$ cat config.mk
export PLATFORM = sky130hd
export DESIGN_NAME = fma16_operand_stage_flat
export DESIGN_NICKNAME = d
export VERILOG_FILES = /design/src/rtl/fma16_pkg.sv /design/src/rtl/fma16_operand_stage_if.sv /design/src/rtl/fma16_classify.sv /design/src/rtl/fma16_operand_stage.sv /design/src/flat_wrapper.sv
export SDC_FILE = /design/constraint.sdc
export NUM_CORES = 1
export LEC_CHECK = 0
export ABC_CLOCK_PERIOD_IN_PS = 4600
export CAP_MARGIN = 40
export CORE_MARGIN = 4
export CORE_UTILIZATION = 46
export CTS_CLUSTER_SIZE = 16
export DETAILED_ROUTE_END_ITERATION = 8
export GPL_ROUTABILITY_DRIVEN = 0
export PLACE_DENSITY = 0.74
export SLEW_MARGIN = 5
export SYNTH_ARGS = -nofsm -noshare
export SYNTH_HDL_FRONTEND = slang
export SYNTH_SLANG_ARGS = --single-unit
$ cat constraint.sdc
create_clock -name clk -period 4.6 [get_ports clk]
set_input_delay 0.92 -clock clk [delete_from_list [all_inputs] [get_ports clk]]
set_output_delay 0.92 -clock clk [all_outputs]
set_load 0.02 [all_outputs]
$ cat src/rtl/fma16_pkg.sv
// fma16_pkg: shared types and constants for the fma16 operand intake stage.
package fma16_pkg;
  localparam logic [4:0] EXP_MAX = 5'h1f;
  localparam logic [15:0] FP16_QNAN = 16'h7E00;
  localparam logic [15:0] FP16_POS_INF = 16'h7C00;
  localparam logic [15:0] FP16_ONE = 16'h3C00;
  typedef struct packed {
    logic nonzero;
    logic noninf;
    logic nonnan;
    logic normal;
  } fp16_class_t;
  typedef enum logic [1:0] {EMPTY = 2'd0, ONE = 2'd1, FULL = 2'd2} occ_e;
  typedef struct packed {
    logic [15:0] x;
    logic [15:0] y;
    logic [15:0] z;
    logic mul;
    logic add;
    fp16_class_t cx;
    fp16_class_t cy;
    fp16_class_t cz;
    logic prodsign;
  } entry_t;
endpackage

$ cat src/rtl/fma16_operand_stage_if.sv
// fma16_operand_stage_if: upstream handshake, operands and downstream entry bus.
interface fma16_operand_stage_if;
  logic in_valid;
  logic in_ready;
  logic [15:0] x;
  logic [15:0] y;
  logic [15:0] z;
  logic mul;
  logic add;
  logic out_valid;
  logic out_ready;
  logic [15:0] out_x;
  logic [15:0] out_y;
  logic [15:0] out_z;
  logic out_mul;
  logic out_add;
  logic [2:0] out_nonzero;
  logic [2:0] out_noninf;
  logic [2:0] out_nonnan;
  logic [2:0] out_normal;
  logic out_prodsign;
  logic busy;
  modport master (
    output in_valid, x, y, z, mul, add, out_ready,
    input in_ready, out_valid, out_x, out_y, out_z, out_mul, out_add,
    input out_nonzero, out_noninf, out_nonnan, out_normal, out_prodsign, busy
  );
  modport slave (
    input in_valid, x, y, z, mul, add, out_ready,
    output in_ready, out_valid, out_x, out_y, out_z, out_mul, out_add,
    output out_nonzero, out_noninf, out_nonnan, out_normal, out_prodsign, busy
  );
endinterface

$ cat src/rtl/fma16_classify.sv
// fma16_classify: binary16 operand class flags for the result selector.
module fma16_classify
  import fma16_pkg::*;
#(
  parameter bit FLUSH_SUBNORM = 1'b1
) (
  input  logic [15:0] a_i,
  output fp16_class_t c_o
);
  logic [4:0] e;
  logic fz;
  logic unused_sign;
  assign e = a_i[14:10];
  assign fz = a_i[9:0] == 10'd0;
  assign unused_sign = a_i[15];
  always_comb begin
    c_o.nonnan = !(e == EXP_MAX && !fz);
    c_o.noninf = !(e == EXP_MAX && fz);
    c_o.nonzero = (e != 5'd0) || (!FLUSH_SUBNORM && !fz);
    c_o.normal = (e != 5'd0) && (e != EXP_MAX);
  end
endmodule

$ cat src/rtl/fma16_operand_stage.sv
// fma16_operand_stage: registered intake with operand classification and a 2-entry skid buffer.
module fma16_operand_stage
  import fma16_pkg::*;
#(
  parameter int DEPTH = 2,
  parameter bit FLUSH_SUBNORM = 1'b1
) (
  input logic clk,
  input logic reset,
  fma16_operand_stage_if.slave bus
);
  if (DEPTH != 2) begin : g_depth_chk
    $error("fma16_operand_stage supports DEPTH=2 only");
  end
  occ_e state_q, state_d;
  entry_t head_q, head_d, skid_q, skid_d, in_e;
  fp16_class_t cx, cy, cz;
  logic in_ready_q, acc, pop;
  fma16_classify #(.FLUSH_SUBNORM(FLUSH_SUBNORM)) u_cls_x (.a_i(bus.x), .c_o(cx));
  fma16_classify #(.FLUSH_SUBNORM(FLUSH_SUBNORM)) u_cls_y (.a_i(bus.y), .c_o(cy));
  fma16_classify #(.FLUSH_SUBNORM(FLUSH_SUBNORM)) u_cls_z (.a_i(bus.z), .c_o(cz));
  assign in_e = {bus.x, bus.y, bus.z, bus.mul, bus.add, cx, cy, cz, bus.x[15] ^ bus.y[15]};
  assign acc = bus.in_valid & in_ready_q;
  assign pop = (state_q != EMPTY) & bus.out_ready;
  always_comb begin
    state_d = state_q;
    head_d = head_q;
    skid_d = skid_q;
    case (state_q)
      EMPTY: if (acc) begin
        head_d = in_e;
        state_d = ONE;
      end
      ONE: if (acc && pop) head_d = in_e;
      else if (acc) begin
        skid_d = in_e;
        state_d = FULL;
      end else if (pop) state_d = EMPTY;
      FULL: if (pop) begin
        head_d = skid_q;
        state_d = ONE;
      end
      default: state_d = EMPTY;
    endcase
  end
  // in_ready comes from next occupancy so out_ready never reaches it combinationally
  always_ff @(posedge clk) begin
    if (reset) begin
      state_q <= EMPTY;
      in_ready_q <= 1'b0;
      head_q <= '0;
      skid_q <= '0;
    end else begin
      state_q <= state_d;
      in_ready_q <= state_d != FULL;
      head_q <= head_d;
      skid_q <= skid_d;
    end
  end
  assign bus.in_ready = in_ready_q;
  assign bus.out_valid = state_q != EMPTY;
  assign bus.busy = state_q != EMPTY;
  assign bus.out_x = head_q.x;
  assign bus.out_y = head_q.y;
  assign bus.out_z = head_q.z;
  assign bus.out_mul = head_q.mul;
  assign bus.out_add = head_q.add;
  assign bus.out_nonzero = {head_q.cx.nonzero, head_q.cy.nonzero, head_q.cz.nonzero};
  assign bus.out_noninf = {head_q.cx.noninf, head_q.cy.noninf, head_q.cz.noninf};
  assign bus.out_nonnan = {head_q.cx.nonnan, head_q.cy.nonnan, head_q.cz.nonnan};
  assign bus.out_normal = {head_q.cx.normal, head_q.cy.normal, head_q.cz.normal};
  assign bus.out_prodsign = head_q.prodsign;
endmodule

$ cat src/flat_wrapper.sv
// flat-port wrapper written by rule: the top's interface ports become plain ports
module fma16_operand_stage_flat import fma16_pkg::*;
#(
  parameter int DEPTH = 2,
  parameter bit FLUSH_SUBNORM = 1'b1
)
  (clk, reset, bus_in_valid, bus_x, bus_y, bus_z, bus_mul, bus_add, bus_out_ready, bus_in_ready, bus_out_valid, bus_out_x, bus_out_y, bus_out_z, bus_out_mul, bus_out_add, bus_out_nonzero, bus_out_noninf, bus_out_nonnan, bus_out_normal, bus_out_prodsign, bus_busy);
  fma16_operand_stage_if bus_i ();
  input logic clk;
  input logic reset;
  input wire logic [$bits(bus_i.in_valid)-1:0] bus_in_valid;
  input wire logic [$bits(bus_i.x)-1:0] bus_x;
  input wire logic [$bits(bus_i.y)-1:0] bus_y;
  input wire logic [$bits(bus_i.z)-1:0] bus_z;
  input wire logic [$bits(bus_i.mul)-1:0] bus_mul;
  input wire logic [$bits(bus_i.add)-1:0] bus_add;
  input wire logic [$bits(bus_i.out_ready)-1:0] bus_out_ready;
  output wire logic [$bits(bus_i.in_ready)-1:0] bus_in_ready;
  output wire logic [$bits(bus_i.out_valid)-1:0] bus_out_valid;
  output wire logic [$bits(bus_i.out_x)-1:0] bus_out_x;
  output wire logic [$bits(bus_i.out_y)-1:0] bus_out_y;
  output wire logic [$bits(bus_i.out_z)-1:0] bus_out_z;
  output wire logic [$bits(bus_i.out_mul)-1:0] bus_out_mul;
  output wire logic [$bits(bus_i.out_add)-1:0] bus_out_add;
  output wire logic [$bits(bus_i.out_nonzero)-1:0] bus_out_nonzero;
  output wire logic [$bits(bus_i.out_noninf)-1:0] bus_out_noninf;
  output wire logic [$bits(bus_i.out_nonnan)-1:0] bus_out_nonnan;
  output wire logic [$bits(bus_i.out_normal)-1:0] bus_out_normal;
  output wire logic [$bits(bus_i.out_prodsign)-1:0] bus_out_prodsign;
  output wire logic [$bits(bus_i.busy)-1:0] bus_busy;
  assign bus_i.in_valid = bus_in_valid;
  assign bus_i.x = bus_x;
  assign bus_i.y = bus_y;
  assign bus_i.z = bus_z;
  assign bus_i.mul = bus_mul;
  assign bus_i.add = bus_add;
  assign bus_i.out_ready = bus_out_ready;
  assign bus_in_ready = bus_i.in_ready;
  assign bus_out_valid = bus_i.out_valid;
  assign bus_out_x = bus_i.out_x;
  assign bus_out_y = bus_i.out_y;
  assign bus_out_z = bus_i.out_z;
  assign bus_out_mul = bus_i.out_mul;
  assign bus_out_add = bus_i.out_add;
  assign bus_out_nonzero = bus_i.out_nonzero;
  assign bus_out_noninf = bus_i.out_noninf;
  assign bus_out_nonnan = bus_i.out_nonnan;
  assign bus_out_normal = bus_i.out_normal;
  assign bus_out_prodsign = bus_i.out_prodsign;
  assign bus_busy = bus_i.busy;
  fma16_operand_stage #(.DEPTH(DEPTH), .FLUSH_SUBNORM(FLUSH_SUBNORM)) u_core (.clk(clk), .reset(reset), .bus(bus_i));
endmodule
==> run_results.csv, run 1 <==
group,metric,value,unit
yosys,syn_area,0.00554,mm²
setup_path,crit_type,"primary input to register",
global_routing,overflow,0,
setup_path,critPathArrivalTime,3120,ps
timing,hold_viol_final,0,
yosys,yosysSeqAreaShare,46.6,%
setup_path,critical_path_depth,6,
run_status,status,"completed",
floorplan,die_y,118,µm
yosys,ys_warn_count,0,
floorplan,initial_core_util,47.7,%
detailed_routing,route.vias.total,4958,
timing,fin_crit_sh,61.0,%
timing,max_freq,0.356,GHz
floorplan,fp.dieW,118,µm
timing,fin_crit,2810,ps
global_routing,grt_antenna_before_repair,0,
global_routing,grt_pass1_vias,4846,
setup_path,crit_buf_inv,2,
cts,postCtsSetupBuffers,0,
final_layout,n_antenna_cell,0,
yosys,yosysTopAreaCellShare,46.6,%
detailed_routing,via_per_inst,5.45,
final_layout,areaGrowthSynthToFinish,32.1,%
floorplan,design.core.area,0.0116,mm²
cts,htree_levels,4,
setup_path,r2r_cells,6,
final_layout,final.fill_count,978,
floorplan,die_area,0.0139,mm²
cts,clk_pin_slew,50,ps
setup_path,cp-start-kind,"primary input",
placed_design,port_buffers,119,
yosys,synth_cell_type_count,34,
final_layout,finalNetCount,810,
floorplan,row_count,39,
pwr,p_leak,0.00249,µW
timing,tightest_slew,721,ps
timing,skew,7.01,ps
cts,clkLatencyLatePin,400,ps
cts,cts_tree,"yes",
detailed_routing,first_pass_iters,5,
placed_design,pre_cts_ws,1400,ps
detailed_routing,drt_iter0_markers,419,
cts,cts_inserted_buffers,17,
timing,tns,0,ps
cts,clock-root-buffer,"clkbuf_16",
setup_path,worstPathMaxFanout,43,
setup_path,end_kind,"register",
setup_path,slowest_delay,550,ps
yosys,yosys.area.top_type,"dfxtp_1",
timing,maxSlewViolCount,0,
setup_path,path_cells,"clkdlybuf4s50_1, nand2b_1, a22o_4, buf_4, nor2_1, a311oi_2",
timing,setup_slack,1790,ps
yosys,synth_seq_cells,129,
flow_run,maxCapViolCount,0,
yosys,synth_nets,718,
yosys,synthTopCellsByArea,"dfxtp_1 47%, nand2_1 14%, a311oi_2 13%",
floorplan,ios,120,
detailed_routing,ant_nets,0,
timing,hold_slack,455,ps
detailed_routing,wl,14200,µm
placed_design,dp_hpwl,9380,µm
timing,setup_viol,0,
final_layout,multi_input_area,0.00269,mm²
setup_path,required,4910,ps
pwr,powerDensity,390,mW/mm²
pwr,peakVddDrop,229,µV
setup_path,path_delay_family,"buffers and inverters",
setup_path,crit_path_top_delay_cell,"clkdlybuf4s50_1",
final_layout,drive_above_1_share,11.7,%
timing,rsz0062_at_grt,"false",
global_routing,grt_pass1_wl,23400,µm
final_layout,regArea,0.00258,mm²
final_layout,layout_common_cells,"210 x nand2_1, 129 x dfxtp_1, 118 x clkdlybuf4s50_1, 79 x nor2_1, 54 x a21oi_1",
final_layout,layout_commonest_cell,"nand2_1",
timing,max-slew-margin-rel,51.9,%
detailed_routing,wl_per_cell,15.6,µm
yosys,netlist_instances,664,
cts,clk_path_buf_depth,2,
hold_path,holdPathStages,2,
yosys,postSynthAreaPerCell,8.34,µm²
cts,cts_hold_buf,0,
detailed_routing,drc,0,
cts,post_cts_resized,0,
global_routing,grt_max_degree,67,
global_routing,grt.total_usage,20.2,%
hold_path,holdCritPathClass,"register to register",
cts,clock_sinks,129,
[per-layer routing]
metal | global-route usage [%] | part of all wire (%) | up-vias
met4 | 6.45 | 1.3 | 0
met2 | 33.8 | 50 | 138
li1 | - | - | 2452
met3 | 4.76 | 4.0 | 14
met1 | 25.7 | 45 | 2354
met5 | 0 | 0 | -
[cells in the mapped netlist]
cell type and count:
a2bb2oi_1 1, buf_1 1, nand3b_1 4, buf_4 1, nor3_1 12, and2b_1 1
and3b_1 1, o31ai_1 3, a22o_4 1, a21oi_1 54, nor4_1 6, o2bb2ai_1 3
buf_2 21, xnor2_1 2, nand2b_1 12, nor2_1 79, or3_1 1, nor2b_1 2
nand3_1 15, a311oi_2 47, o21ai_0 4, a211oi_1 4, and3_1 3, a32o_1 3
nand2_1 210, buf_6 6, or2_2 1, a311oi_1 6, o22ai_1 3, mux2i_1 1
nor3_4 1, dfxtp_1 129, nor2_4 1, clkbuf_1 25
[per-stage QoR]
| stage | area, µm² | total power, µW | cells | util, % |
|---|---|---|---|---|
| 6_report | 7320 | 2850 | 909 | 63.0 |
| 5_1_grt | 7320 | 2960 | 909 | 63.0 |
| 2_1_floorplan | 5540 | 1430 | 664 | - |
| 4_1_cts | 7320 | 2880 | 909 | 63.0 |
| 3_3_place_gp | 6690 | 1590 | 877 | 57.6 |
| 3_5_place_dp | 6750 | 1610 | 880 | 58.1 |
[final timing paths]
check                                 start                               to  slack (ps)
max reg2reg    u_core.state_q[1]$_SDFF_PP0_  u_core.bus.out_mul$_SDFFE_PP0P_        1850
max                           bus_out_ready  u_core.bus.out_mul$_SDFFE_PP0P_        1790
min reg2reg  u_core.skid_q[44]$_SDFFE_PP0P_   u_core.skid_q[44]$_SDFFE_PP0P_         450
min          u_core.skid_q[44]$_SDFFE_PP0P_   u_core.skid_q[44]$_SDFFE_PP0P_         450
[area by class of cell]
cell class	instances	area share (%)
well taps	143	2.44
flip-flops and latches	129	35.3
multi-input cells	481	36.7
clock inverters	4	0.684
repair buffers	127	17.8
clock buffers	25	7.04
[state kept, by name, indices dropped and copies added, names as in the netlist, 2 cells and up]
register	flops
u_core.skid_q	63
u_core.bus.out_x	16
u_core.bus.out_y	16
u_core.bus.out_z	16
u_core.bus.out_noninf	3
u_core.bus.out_nonnan	3
u_core.bus.out_nonzero	3
u_core.bus.out_normal	3
u_core.state_q	2
[worst min-delay path, cell delays in order, from the launching register on]
cell and delay, ps:
dfxtp_1 300, nand2_1 50, a21oi_1 50
[report_power, final]
group          internal, µW  total [µW]  switching [µW]
Combinational           180         385             205
Sequential             1170        1200            29.8
Clock                   819        1270             449
[kinds of logic after synthesis]
kind of cell	count (synthesis)	share of synthesized area, %
AO/OA/AOI/OAI	129	21.7
multiplexers	1	0.181
buffers and inverters	54	5.01
XOR/XNOR	2	0.316
flip-flops	129	46.6
AND/OR/NAND/NOR	349	26.2
(Power assumes the default switching activity.)
==> inputs of run 2 (changes only) <==
ABC_CLOCK_PERIOD_IN_PS = 2750   (was 4600)
clock period = 2.75 ns   (was 4.6 ns; I/O delays follow)
==> run_results.csv, run 2 (synthesis gave the netlist of run 1 again) <==
group,metric,value,unit
run_status,status,"completed",
detailed_routing,ant_nets,0,
setup_path,crit_start,"u_core.state_q[1]$_SDFF_PP0_",
detailed_routing,first_pass_iters,5,
timing,setup_slack,515,ps
final_layout,final.fill_count,971,
final_layout,final_area,0.00736,mm²
cts,clock_sinks,129,
pwr,powerDensity,648,mW/mm²
timing,fin_crit,2240,ps
placed_design,dpl-instance-area,0.00680,mm²
global_routing,use_met2,34.8,%
pwr,sw_frac_of_total,26.4,%
setup_path,worstPathMaxFanout,8,
detailed_routing,wl_per_cell,15.7,µm
global_routing,busiest_layer,"met2",
timing,fin_crit_sh,81.3,%
hold_path,holdCritPathClass,"register to register",
floorplan,die_area,0.0139,mm²
final_layout,multi_input_area,0.00269,mm²
cts,clkLatencyLatePin,410,ps
pwr,p_comb_share,13.7,%
setup_path,r2r_setup_slack,860,ps
placed_design,pre_cts_ws,233,ps
pwr,clock_power_share,44.3,%
timing,rsz0062_at_grt,"false",
timing,setup_viol,0,
setup_path,critPathCapture,"bus_out_valid",
floorplan,ios,120,
setup_path,required,2200,ps
setup_path,regToRegEndpoint,"u_core.bus.out_prodsign$_SDFFE_PP0P_",
timing,skew,10.0,ps
floorplan,fp.dieW,118,µm
floorplan,die_y,118,µm
global_routing,grt.total_usage,20.4,%
timing,max_freq,0.447,GHz
cts,cts_tree,"yes",
pwr,intPower,3510,µW
cts,clk_path_buf_depth,2,
detailed_routing,wl,14400,µm
cts,postCtsSetupBuffers,0,
global_routing,grt_max_degree,66,
final_layout,regArea,0.00258,mm²
placed_design,place_inst,884,
timing,maxSlewViolCount,0,
global_routing,grt_antenna_before_repair,0,
placed_design,dp_hpwl,9400,µm
pwr,p_leak,0.00251,µW
floorplan,row_count,39,
detailed_routing,route.vias.total,5032,
cts,htree_levels,4,
pwr,peakVddDrop,354,µV
final_layout,finalNonFillerCells,916,
final_layout,largest_register_ffs,63,
final_layout,areaGrowthSynthToFinish,32.9,%
global_routing,grt_pass1_wl,23500,µm
final_layout,layout_common_cells,"210 x nand2_1, 129 x dfxtp_1, 118 x clkdlybuf4s50_1, 79 x nor2_1, 54 x a21oi_1",
cts,clk_pin_slew,60,ps
timing,tns,0,ps
global_routing,use_met3,5.43,%
detailed_routing,drt_iter0_markers,390,
setup_path,r2r_cells,5,
setup_path,r2r-start,"u_core.state_q[1]$_SDFF_PP0_",
pwr,power.switching,1260,µW
final_layout,n_antenna_cell,0,
placed_design,port_buffers,119,
cts,clock-root-buffer,"clkbuf_16",
setup_path,crit_type,"register to output pin",
global_routing,overflow,0,
flow_run,maxCapViolCount,0,
cts,post_cts_resized,0,
final_layout,layout_commonest_cell,"nand2_1",
global_routing,grt_use_met1,25.3,%
setup_path,critPathArrivalTime,1690,ps
setup_path,end_kind,"output pin",
cts,cts_hold_buf,0,
floorplan,initial_core_util,47.7,%
timing,hold_viol_final,0,
setup_path,cp-start-kind,"register",
final_layout,finalNetCount,814,
pwr,pwr-share-seq,42.0,%
detailed_routing,drc,0,
final_layout,drive_above_1_share,12.8,%
timing,tightest_slew,719,ps
global_routing,grt_pass1_vias,4859,
final_layout,top_register,"u_core.skid_q",
pwr,total_power,4770,µW
cts,cts_inserted_buffers,17,
detailed_routing,via_per_inst,5.49,
floorplan,design.core.area,0.0116,mm²
timing,max-slew-margin-rel,52.0,%
[run 2: cell types whose count changed in the layout (fill, tap and decap cells not counted), moves of 3 or more]
cell      previous run  this run
clkinv_4             0         3
clkbuf_8             6         0
buf_12               3         6
inv_6                0         4
[run 2: critical path, stage by stage, from the launching register on]
cell,delay (ps)
dfxtp_1,500
or2_2,190
clkdlybuf4s50_1,590
[run 2: layout make-up]
class,count,share of cell area [%]
Multi-Input combinational cell,481,36.5
Sequential cell,129,35.1
Timing Repair Buffer,131,18.4
Clock buffer,17,5.78
Tap cell,143,2.43
Clock inverter,15,1.85
[run 2: worst min path at each step]
stage / from / to / slack [ps] / cells past startpoint
final: u_core.skid_q[42]$_SDFFE_PP0P_ / u_core.skid_q[42]$_SDFFE_PP0P_ / 460 / 2
after floorplan: u_core.skid_q[13]$_SDFFE_PP0P_ / u_core.skid_q[13]$_SDFFE_PP0P_ / 440 / 2
after global routing: u_core.skid_q[50]$_SDFFE_PP0P_ / u_core.skid_q[50]$_SDFFE_PP0P_ / 480 / 2
after CTS: u_core.skid_q[42]$_SDFFE_PP0P_ / u_core.skid_q[42]$_SDFFE_PP0P_ / 450 / 2
after global placement: u_core.skid_q[51]$_SDFFE_PP0P_ / u_core.skid_q[51]$_SDFFE_PP0P_ / 440 / 2
after detailed placement: u_core.skid_q[42]$_SDFFE_PP0P_ / u_core.skid_q[42]$_SDFFE_PP0P_ / 450 / 2
[run 2: per-layer routing]
metal / vias up / wire length (µm)
met1: 2392 / 6300
met4: 0 / 103
met3: 8 / 826
li1: 2473 / -
met2: 159 / 7160
met5: - / 0
[run 2: stage by stage]
step                      hold WS, ps  utilization, %
after floorplan                   437               -
after global placement            442            58.6
after detailed placement          447            58.6
after CTS                         454            63.4
after global routing              476            63.4
final                             455            63.4
[run 2: power groups by stage]
stage | Clock (µW) | Sequential, µW | Combinational [µW]
detailed placement | 0 | 2040 | 655
CTS | 2140 | 2000 | 657
global route | 2230 | 2010 | 700
finish | 2110 | 2000 | 653
floorplan | 0 | 2120 | 269
global placement | 0 | 2040 | 638
